==> src/rtl/pfd_tdc.sv <==
`timescale 1ns/1ps
// pfd_tdc: phase/frequency detector with time-to-digital readout and lock monitor.
// Latency: flags open 3 clk edges after an input rises; err/err_valid/sat register the cycle after the closing edge.
// Backpressure: none; err_valid is a free-running pulse and err holds until the next pulse.
module pfd_tdc #(
  parameter int CNT_W    = 8,
  parameter int LOCK_TOL = 1,
  parameter int LOCK_CYC = 4
) (
  input  logic                    clk,
  input  logic                    rst,
  input  logic                    in,
  input  logic                    fb,
  output logic                    flagu,
  output logic                    flagd,
  output logic signed [CNT_W-1:0] err,
  output logic                    err_valid,
  output logic                    sat,
  output logic                    lock
);

  localparam int             D_W   = CNT_W - 1;
  localparam logic [D_W-1:0] D_MAX = '1;
  localparam logic [D_W-1:0] D_ONE = D_W'(1);
  localparam int             L_W   = $clog2(LOCK_CYC + 1);

  typedef enum logic [1:0] {IDLE, UP, DN} state_t;

  // [0],[1] are the synchronizer, [2] is the edge detector history flop
  logic [2:0] in_sh, fb_sh;
  // marks when the synchronizer holds real post-reset samples
  logic [1:0] prime;
  // an input must be seen low after reset before its rising edges count
  logic       in_arm, fb_arm;
  logic       in_edge, fb_edge;

  state_t                  state, state_nxt;
  logic [D_W-1:0]          cnt, cnt_nxt;
  logic signed [CNT_W-1:0] err_nxt;
  logic                    vld_nxt, sat_nxt;

  logic [CNT_W-1:0]        err_mag;
  logic                    in_tol;
  logic [L_W-1:0]          lcnt, lcnt_nxt;

  // synchronize both inputs and arm edge detection once each is seen low
  always_ff @(posedge clk or negedge rst) begin
    if (!rst) begin
      in_sh  <= '0;
      fb_sh  <= '0;
      prime  <= '0;
      in_arm <= 1'b0;
      fb_arm <= 1'b0;
    end else begin
      in_sh <= {in_sh[1:0], in};
      fb_sh <= {fb_sh[1:0], fb};
      prime <= {prime[0], 1'b1};
      if (prime[1] && !in_sh[1]) in_arm <= 1'b1;
      if (prime[1] && !fb_sh[1]) fb_arm <= 1'b1;
    end
  end

  assign in_edge = in_arm & in_sh[1] & ~in_sh[2];
  assign fb_edge = fb_arm & fb_sh[1] & ~fb_sh[2];

  // measurement FSM: open on the leading edge, close on the other edge or on counter saturation
  always_comb begin
    state_nxt = state;
    cnt_nxt   = cnt;
    err_nxt   = err;
    vld_nxt   = 1'b0;
    sat_nxt   = 1'b0;
    unique case (state)
      IDLE: begin
        if (in_edge && fb_edge) begin
          err_nxt = '0;
          vld_nxt = 1'b1;
        end else if (in_edge) begin
          state_nxt = UP;
          cnt_nxt   = D_ONE;
        end else if (fb_edge) begin
          state_nxt = DN;
          cnt_nxt   = D_ONE;
        end
      end
      UP: begin
        if (fb_edge) begin
          err_nxt = $signed({1'b0, cnt});
          vld_nxt = 1'b1;
          // a coincident in edge starts the next measurement immediately
          if (in_edge) cnt_nxt = D_ONE;
          else         state_nxt = IDLE;
        end else if (cnt == D_MAX) begin
          err_nxt   = $signed({1'b0, D_MAX});
          vld_nxt   = 1'b1;
          sat_nxt   = 1'b1;
          state_nxt = IDLE;
        end else begin
          cnt_nxt = cnt + D_ONE;
        end
      end
      DN: begin
        if (in_edge) begin
          err_nxt = -$signed({1'b0, cnt});
          vld_nxt = 1'b1;
          if (fb_edge) cnt_nxt = D_ONE;
          else         state_nxt = IDLE;
        end else if (cnt == D_MAX) begin
          err_nxt   = -$signed({1'b0, D_MAX});
          vld_nxt   = 1'b1;
          sat_nxt   = 1'b1;
          state_nxt = IDLE;
        end else begin
          cnt_nxt = cnt + D_ONE;
        end
      end
      default: state_nxt = IDLE;
    endcase
  end

  // FSM state, interval counter and registered measurement outputs
  always_ff @(posedge clk or negedge rst) begin
    if (!rst) begin
      state     <= IDLE;
      cnt       <= '0;
      err       <= '0;
      err_valid <= 1'b0;
      sat       <= 1'b0;
    end else begin
      state     <= state_nxt;
      cnt       <= cnt_nxt;
      err       <= err_nxt;
      err_valid <= vld_nxt;
      sat       <= sat_nxt;
    end
  end

  // flags decode straight from the state register, so they are mutually exclusive
  assign flagu = (state == UP);
  assign flagd = (state == DN);

  assign err_mag = err[CNT_W-1] ? $unsigned(-err) : $unsigned(err);
  assign in_tol  = (err_mag <= CNT_W'(LOCK_TOL));

  // consecutive in-tolerance counter, saturating at the lock threshold
  always_comb begin
    lcnt_nxt = lcnt;
    if (err_valid) begin
      if (in_tol && !sat) begin
        if (lcnt != L_W'(LOCK_CYC)) lcnt_nxt = lcnt + L_W'(1);
      end else begin
        lcnt_nxt = '0;
      end
    end
  end

  // lock follows the counter one cycle after the qualifying err_valid
  always_ff @(posedge clk or negedge rst) begin
    if (!rst) begin
      lcnt <= '0;
      lock <= 1'b0;
    end else begin
      lcnt <= lcnt_nxt;
      lock <= (lcnt_nxt == L_W'(LOCK_CYC));
    end
  end

endmodule
==> config.mk <==
export PLATFORM = sky130hd
export DESIGN_NAME = pfd_tdc
export DESIGN_NICKNAME = d
export VERILOG_FILES = /design/src/rtl/pfd_tdc.sv
export SDC_FILE = /design/constraint.sdc
export NUM_CORES = 1
export LEC_CHECK = 0
export CORE_MARGIN = 2
export CORE_UTILIZATION = 52
export DETAILED_ROUTE_END_ITERATION = 7
export MAX_ROUTING_LAYER = met4
export PLACE_DENSITY = 0.86
export SETUP_SLACK_MARGIN = 0.4
export SKIP_CTS_REPAIR_TIMING = 1
export SYNTH_ARGS = -nofsm -noshare
export SYNTH_HDL_FRONTEND = slang
export SYNTH_SLANG_ARGS = --single-unit
==> constraint.sdc <==
create_clock -name clk -period 1.6 [get_ports clk]
set_input_delay 0.32 -clock clk [delete_from_list [all_inputs] [get_ports clk]]
set_output_delay 0.32 -clock clk [all_outputs]
set_load 0.02 [all_outputs]
Word-level counts from Yosys, hierarchy flattened
Index checks and enable logic that the tools add are counted.
{ "word_totals": {"latch_bits": 0, "romBits": 0, "n_memories": 0, "ramBits": 0, "wordCells": 83, "register_bits": 33, "out_inout_bits": 13} }
{ "classes": {"n_mux": 35, "shifts": 0, "mul": 0, "reduce_logical": 12, "n_div": 0, "n_lt_le_gt_ge": 1, "eq_ne": 13, "bitwise": 6, "n_addsub": 4} }
{ "op_table": {"columns": ["op", "n"], "rows": [
  ["two-way mux 7 bit", 7],
  ["two-way mux 8 bit", 6],
  ["one-hot mux 8 bit (3 select lines)", 1],
  ["one-hot mux 7 bit (3 select lines)", 1],
  ["two-way mux 2 bit", 8],
  ["inequality test 3 bit (second input constant)", 5],
  ["two-way mux 3 bit", 3],
  ["less-or-equal comparator 8 x 1 -> 1 bit (second input constant)", 1],
  ["negator 7 -> 8 bit", 1],
  ["negator 8 bit", 1],
  ["AND reduction 4 bit", 2],
  ["adder 7 x 1 -> 7 bit (second input constant)", 1],
  ["== test 7 bit (second input constant)", 1],
  ["two-way mux 1 bit", 6],
  ["inequality test 3 x 1 -> 1 bit (second input constant)", 2],
  ["one-hot mux 2 bit (3 select lines)", 1],
  ["bitwise AND 1 bit", 4],
  ["logical AND 1 bit", 4],
  ["inequality test 2 bit (second input constant)", 2],
  ["adder 3 x 1 -> 3 bit (second input constant)", 1],
  ["== test 3 bit (second input constant)", 1],
  ["logical NOT 1 bit", 3],
  ["one-hot mux 1 bit (3 select lines)", 1],
  ["AND reduction 3 bit", 1],
  ["other kinds (6)", 7]
]} }

Logic depth before layout (Yosys ltp)
{ "depth": {"ltp_word": 7, "depth_mapped": 7, "mapped_depth_nobuf": 7} }

Least setup slack after synthesis
OpenSTA, ideal clock, no wires.
{ "synth_path": {"path_type": "reg2reg", "from": "register state[1]", "to": "register cnt[5]", "stages_incl_launch_ff": 7, "synth_period_minus_slack_ns": 1.798, "arrival_ns": 1.677, "n_path_buf": 1, "setup_time_ns": 0.121, "setup_slack_ns": -0.198, "cell_sequence": "dfrtp_1 inv_1 ha_1 buf_2 a211o_1 a221o_1 a22o_1"} }
{ "synth_via": {"elab_chain_cells": 3, "elab_cells_between_ends": 8} }
{ "synth_lines": {"columns": ["item", "line", "text"], "rows": [
  ["start, declared", "37", "state_t state, state_nxt;"],
  ["start signal, assigned", "130", "state <= state_nxt;"],
  ["== test 2 x 1 -> 1 bit *", null, null],
  ["named net flagu", "14", "output logic flagu,"],
  ["inequality test 3 bit (no line) / nonzero test 3 bit (equally long branches)", null, null],
  ["AND reduction 3 bit (no line)", null, null],
  ["end signal, assigned", "131", "cnt <= cnt_nxt;"],
  ["end, declared", "38", "logic [D_W-1:0] cnt, cnt_nxt;"]
]} }
The timed path passes the listed nets; every way through them passes the cells marked *.
A chain may end at the register's enable or synchronous reset.

Worst setup path in the final report
{ "layout_path": {"from": "register err[0]", "to": "register lock"} }
{ "layout_via": {"elab_chain_cells": 7} }
{ "layout_lines": {"columns": ["item", "line", "text"], "rows": [
  ["start, declared", "16", "output logic signed [CNT_W-1:0] err,"],
  ["start signal, assigned", "132", "err <= err_nxt;"],
  ["negator 8 bit", "142", "assign err_mag = err[CNT_W-1] ? $unsigned(-err) : $unsigned(err);"],
  ["two-way mux 8 bit *", "142", null],
  ["less-or-equal comparator 8 x 1 -> 1 bit *", "143", "assign in_tol = (err_mag <= CNT_W'(LOCK_TOL));"],
  ["logical AND 1 bit *", "149", "if (in_tol && !sat) begin"],
  ["two-way mux 3 bit *", "149", null],
  ["two-way mux 3 bit *", "148", "if (err_valid) begin"],
  ["== test 3 bit *", "164", "lock <= (lcnt_nxt == L_W'(LOCK_CYC));"],
  ["end signal, assigned", "164", null],
  ["end, declared", "19", "output logic lock"]
]} }
Every way passes the cells marked *; elsewhere a longest branch is shown, timed or not.

==> results.md <==
Route:
- The residual DRC count is 0.
- The detail-routed via count per cell is 5.95.
- The first detailed-routing pass took 4 iterations.
- The detailed router placed 1,951 vias in this run.
- After detailed routing, the average wire length per cell comes to 17.7 µm.
- The detailed router's first-iteration violation count is 173.
- In this run the remaining antenna-violating nets after routing total 0.
- The final routed wirelength across all metal layers is 5820 µm.

Synth:
- The library cell with the highest instance count after synthesis is sky130_fd_sc_hd__dfrtp_1.
- The number of different library cells used by synthesis comes to 52.
- The number of synthesized flops with an enable pin is 0.
- The cell type with the highest aggregate area in the netlist is sky130_fd_sc_hd__dfrtp_1.
- The count of synthesis-stage warnings from yosys is 0.
- The cell count after synthesis came out at 217.
- The area share of the largest cell type after synthesis is 0.418.
- The prevailing post-synth register cell is sky130_fd_sc_hd__dfrtp_1.
- The share of flip-flops with an asynchronous set or reset after synthesis is 1.00.
- The synthesized netlist occupies a cell area of 0.00197 mm².
- The number of nets in the synthesized netlist is 230.
- In this run, synthesis produced a sequential element count of 33.
- By count the netlist is led by sky130_fd_sc_hd__dfrtp_1 (33), sky130_fd_sc_hd__nand2_1 (31), sky130_fd_sc_hd__o21ai_0 (21).
- In the post-synthesis netlist, the biggest area contributors are sky130_fd_sc_hd__dfrtp_1 (42%), sky130_fd_sc_hd__nand2_1 (5.9%), sky130_fd_sc_hd__ha_1 (5.7%).
- Dividing the synthesized area by the synthesized cell count gives 9.10 µm².
- The sequential share of the synthesized area is 0.418.

Global route:
- Summed over all layers, the global routing overflow is 0.
- The pin count of the biggest net entering global routing is 34.
- The initial antenna violation count is 0.
- The number of global-route vias before repair was 1,765.
- The first-pass GRT wire length is 8140 µm.
- Across every metal layer, demand over resource in global routing totals 0.256.

Clock tree:
- Counting along the longest clock path gives a buffer depth of 2.
- The clock buffer count from CTS is 5.
- The number of clock sinks is 33.
- The clock latency on the worst-skew pair is 290 ps.
- After clock tree synthesis, the clock-pin slew on the worst setup and hold paths is 70 ps.
- The H-tree was split into 2 levels.
- The root buffer selected by CTS is sky130_fd_sc_hd__clkbuf_8.
- The CTS tree is built.

Critical path:
- The end of the worst register-to-register path is lock$_DFF_PN0_.
- Data on the critical path is required at its endpoint by 1810 ps.
- In this run the register-to-register setup slack is -120 ps.
- The worst setup path endpoint is lock$_DFF_PN0_.
- In this run the worst setup path begins at err[0]$_DFFE_PN0P_.
- The kind of end point of the critical path is a flip-flop.
- At the worst endpoint, the arrival time is 1930 ps.
- The worst setup path is launched from a flip-flop.
- The reg-to-reg startpoint is err[0]$_DFFE_PN0P_.
- The maximum fanout along the worst path is 3.
- Measured in cells, the most critical reg-to-reg path has a length of 8.
- The setup path with the least slack is of type reg2reg.

Finish:
- The layout filler cell count is 209.
- In the final layout, the share of cells above drive strength 1 is 0.432.
- For this run, the post-layout net count is 292.
- For this run, the number of standard cells in the final layout without fillers is 328.
- The repair_antennas step left the layout with diodes totalling 0.
- The relative area change from synthesis to final layout is 45.6%.

Die:
- The vertical die dimension is 65.6 µm.
- The die width is 65.6 µm.
- The starting density of the core is 0.539.
- The total core area is 0.00366 mm².
- The floorplan step defined a die boundary enclosing 0.00431 mm².
- In this run the count of I/O pins placed on the die edge is 17.
- The number of placement rows is 22.

STA:
- The setup slack after layout is -120 ps.
- The final-report hold violation count was 0.
- Setup repair after global routing could not meet its margin everywhere.
- Across all hold checks on the routed design, the worst slack comes to 348 ps.
- In the final timing run, aggregate negative setup slack is -876 ps.
- The routed design could run at a clock period as short as 1720 ps.
- The number of setup violations in the final report is 17.
- The total count of max-transition violations in the final report is 0.
- The highest clock rate is 582 MHz.
- The clock arrives with 4.16 ps of skew.
- In the finished design, the share of the clock period the worst path needs comes to 1.07.

Place:
- The number of placed instances, taps included, is 303.
- Routability-driven placement finished with a final weighted congestion of 0.851.
- Input and output buffers added on the ports amount to 16.
- After legalization and detailed placement, the total HPWL measured 3380 µm.

Power:
- The total power per unit cell area is 1930 mW/mm².
- The cell-internal power is 0.00318 W.
- The static power due to leakage is 1.31 nW.
- Of the total power, registers draw 0.237.
- The worst supply voltage drop on vdd is 1.10 mV.
- The share of total power dissipated in the clock network is 0.119.
- After layout, the design draws a total of 0.00554 W.
- The share of total power dissipated in combinational logic is 0.644.
- The proportion of total power due to net switching is 0.427.
- In this run the power spent charging and discharging nets is 0.00236 W.

Min path:
- The min-delay analysis places its worst path in the category reg2reg.

Status:
- The checks that failed: negative setup slack.
- The run finished, with violations left.

Flow run:
- The number of maximum-capacitance constraint violations is 0.
[registers in the layout (all words and copies together) (netlist names)]
name and cells:
err 8, cnt 7, fb_sh 3, in_sh 3
lcnt 3, prime 2, state 2, err_valid 1
fb_arm 1, in_arm 1, lock 1, sat 1
[cell families (layout without fill, tap and decap cells)]
group / count (synthesis) / count (layout) / synth area share
flip-flops: 33 / 33 / 0.418
adder cells (fa/ha/maj): 9 / 9 / 0.0570
other: 1 / 1 / 0.00190
buffers and inverters: 24 / 87 / 0.0526
XOR/XNOR: 5 / 5 / 0.0222
AND/OR/NAND/NOR: 79 / 79 / 0.220
AO/OA/AOI/OAI: 66 / 66 / 0.228
[per-layer routing]
metal / wire length, µm / vias up / track usage
li1: - / 895 / -
met1: 2370 / 966 / 0.329
met2: 3000 / 76 / 0.405
met3: 251 / 14 / 0.0462
met4: 197 / 0 / 0.0964
met5: 0 / - / -
[power by group through the flow]
stage	clock [W]	combinational, W	sequential (W)
after floorplan	0	0.00161	0.00137
final	0.000662	0.00357	0.00131
after detailed placement	0	0.00262	0.00125
after CTS	0.000661	0.00264	0.00124
after global placement	0	0.00254	0.00124
after global routing	0.000707	0.00379	0.00133
[critical path, stage by stage, from the launching register on]
cell	delay [ps]
sky130_fd_sc_hd__dfrtp_2	430
sky130_fd_sc_hd__inv_2	70
sky130_fd_sc_hd__ha_4	200
sky130_fd_sc_hd__nor2b_2	120
sky130_fd_sc_hd__o21ai_2	80
sky130_fd_sc_hd__a2111oi_4	380
sky130_fd_sc_hd__buf_4	200
sky130_fd_sc_hd__a21oi_2	70
sky130_fd_sc_hd__nor3_2	90
[metrics by stage]
step | area, µm² | util | worst slack, ps
after global routing | 2870 | 0.785 | -177
after detailed placement | 2470 | 0.675 | -165
after global placement | 2470 | 0.675 | -65.6
after floorplan | 2060 | - | -95.5
after CTS | 2560 | 0.700 | -375
final | 2870 | 0.785 | -120
[how the worst min path moves through the flow]
stage	startpoint	to	depth (start not counted)
CTS	fb_sh[0]$_DFF_PN0_	fb_sh[1]$_DFF_PN0_	0
floorplan	rst	cnt[0]$_DFFE_PN0P_	0
global placement	prime[0]$_DFF_PN0_	prime[1]$_DFF_PN0_	0
finish	fb_sh[0]$_DFF_PN0_	fb_sh[1]$_DFF_PN0_	0
detailed placement	fb_sh[0]$_DFF_PN0_	fb_sh[1]$_DFF_PN0_	0
global route	fb_sh[0]$_DFF_PN0_	fb_sh[1]$_DFF_PN0_	0
[placed cells by master, fill, tap and decap left out, types with 5 or more instances in the layout]
master and count:
sky130_fd_sc_hd__nand2_1 26, sky130_fd_sc_hd__nand3_1 7, sky130_fd_sc_hd__dfrtp_2 7, sky130_fd_sc_hd__buf_4 43, sky130_fd_sc_hd__dfrtp_1 26, sky130_fd_sc_hd__o21ai_2 10
sky130_fd_sc_hd__inv_1 9, sky130_fd_sc_hd__o21ai_1 9, sky130_fd_sc_hd__nor2_1 12, sky130_fd_sc_hd__a21oi_1 11, sky130_fd_sc_hd__buf_6 12, sky130_fd_sc_hd__o21ai_0 5
sky130_fd_sc_hd__clkbuf_8 6
[layout make-up]
cell class | count | area [µm²] | share of cell area
Multi-Input combinational cell | 160 | 1250 | 0.434
Sequential cell | 33 | 835 | 0.290
Timing Repair Buffer | 66 | 593 | 0.206
Clock buffer | 8 | 90.1 | 0.0313
Tap cell | 48 | 60.1 | 0.0209
Inverter | 13 | 48.8 | 0.0170
Note: power is estimated with default switching activity, not from simulation.
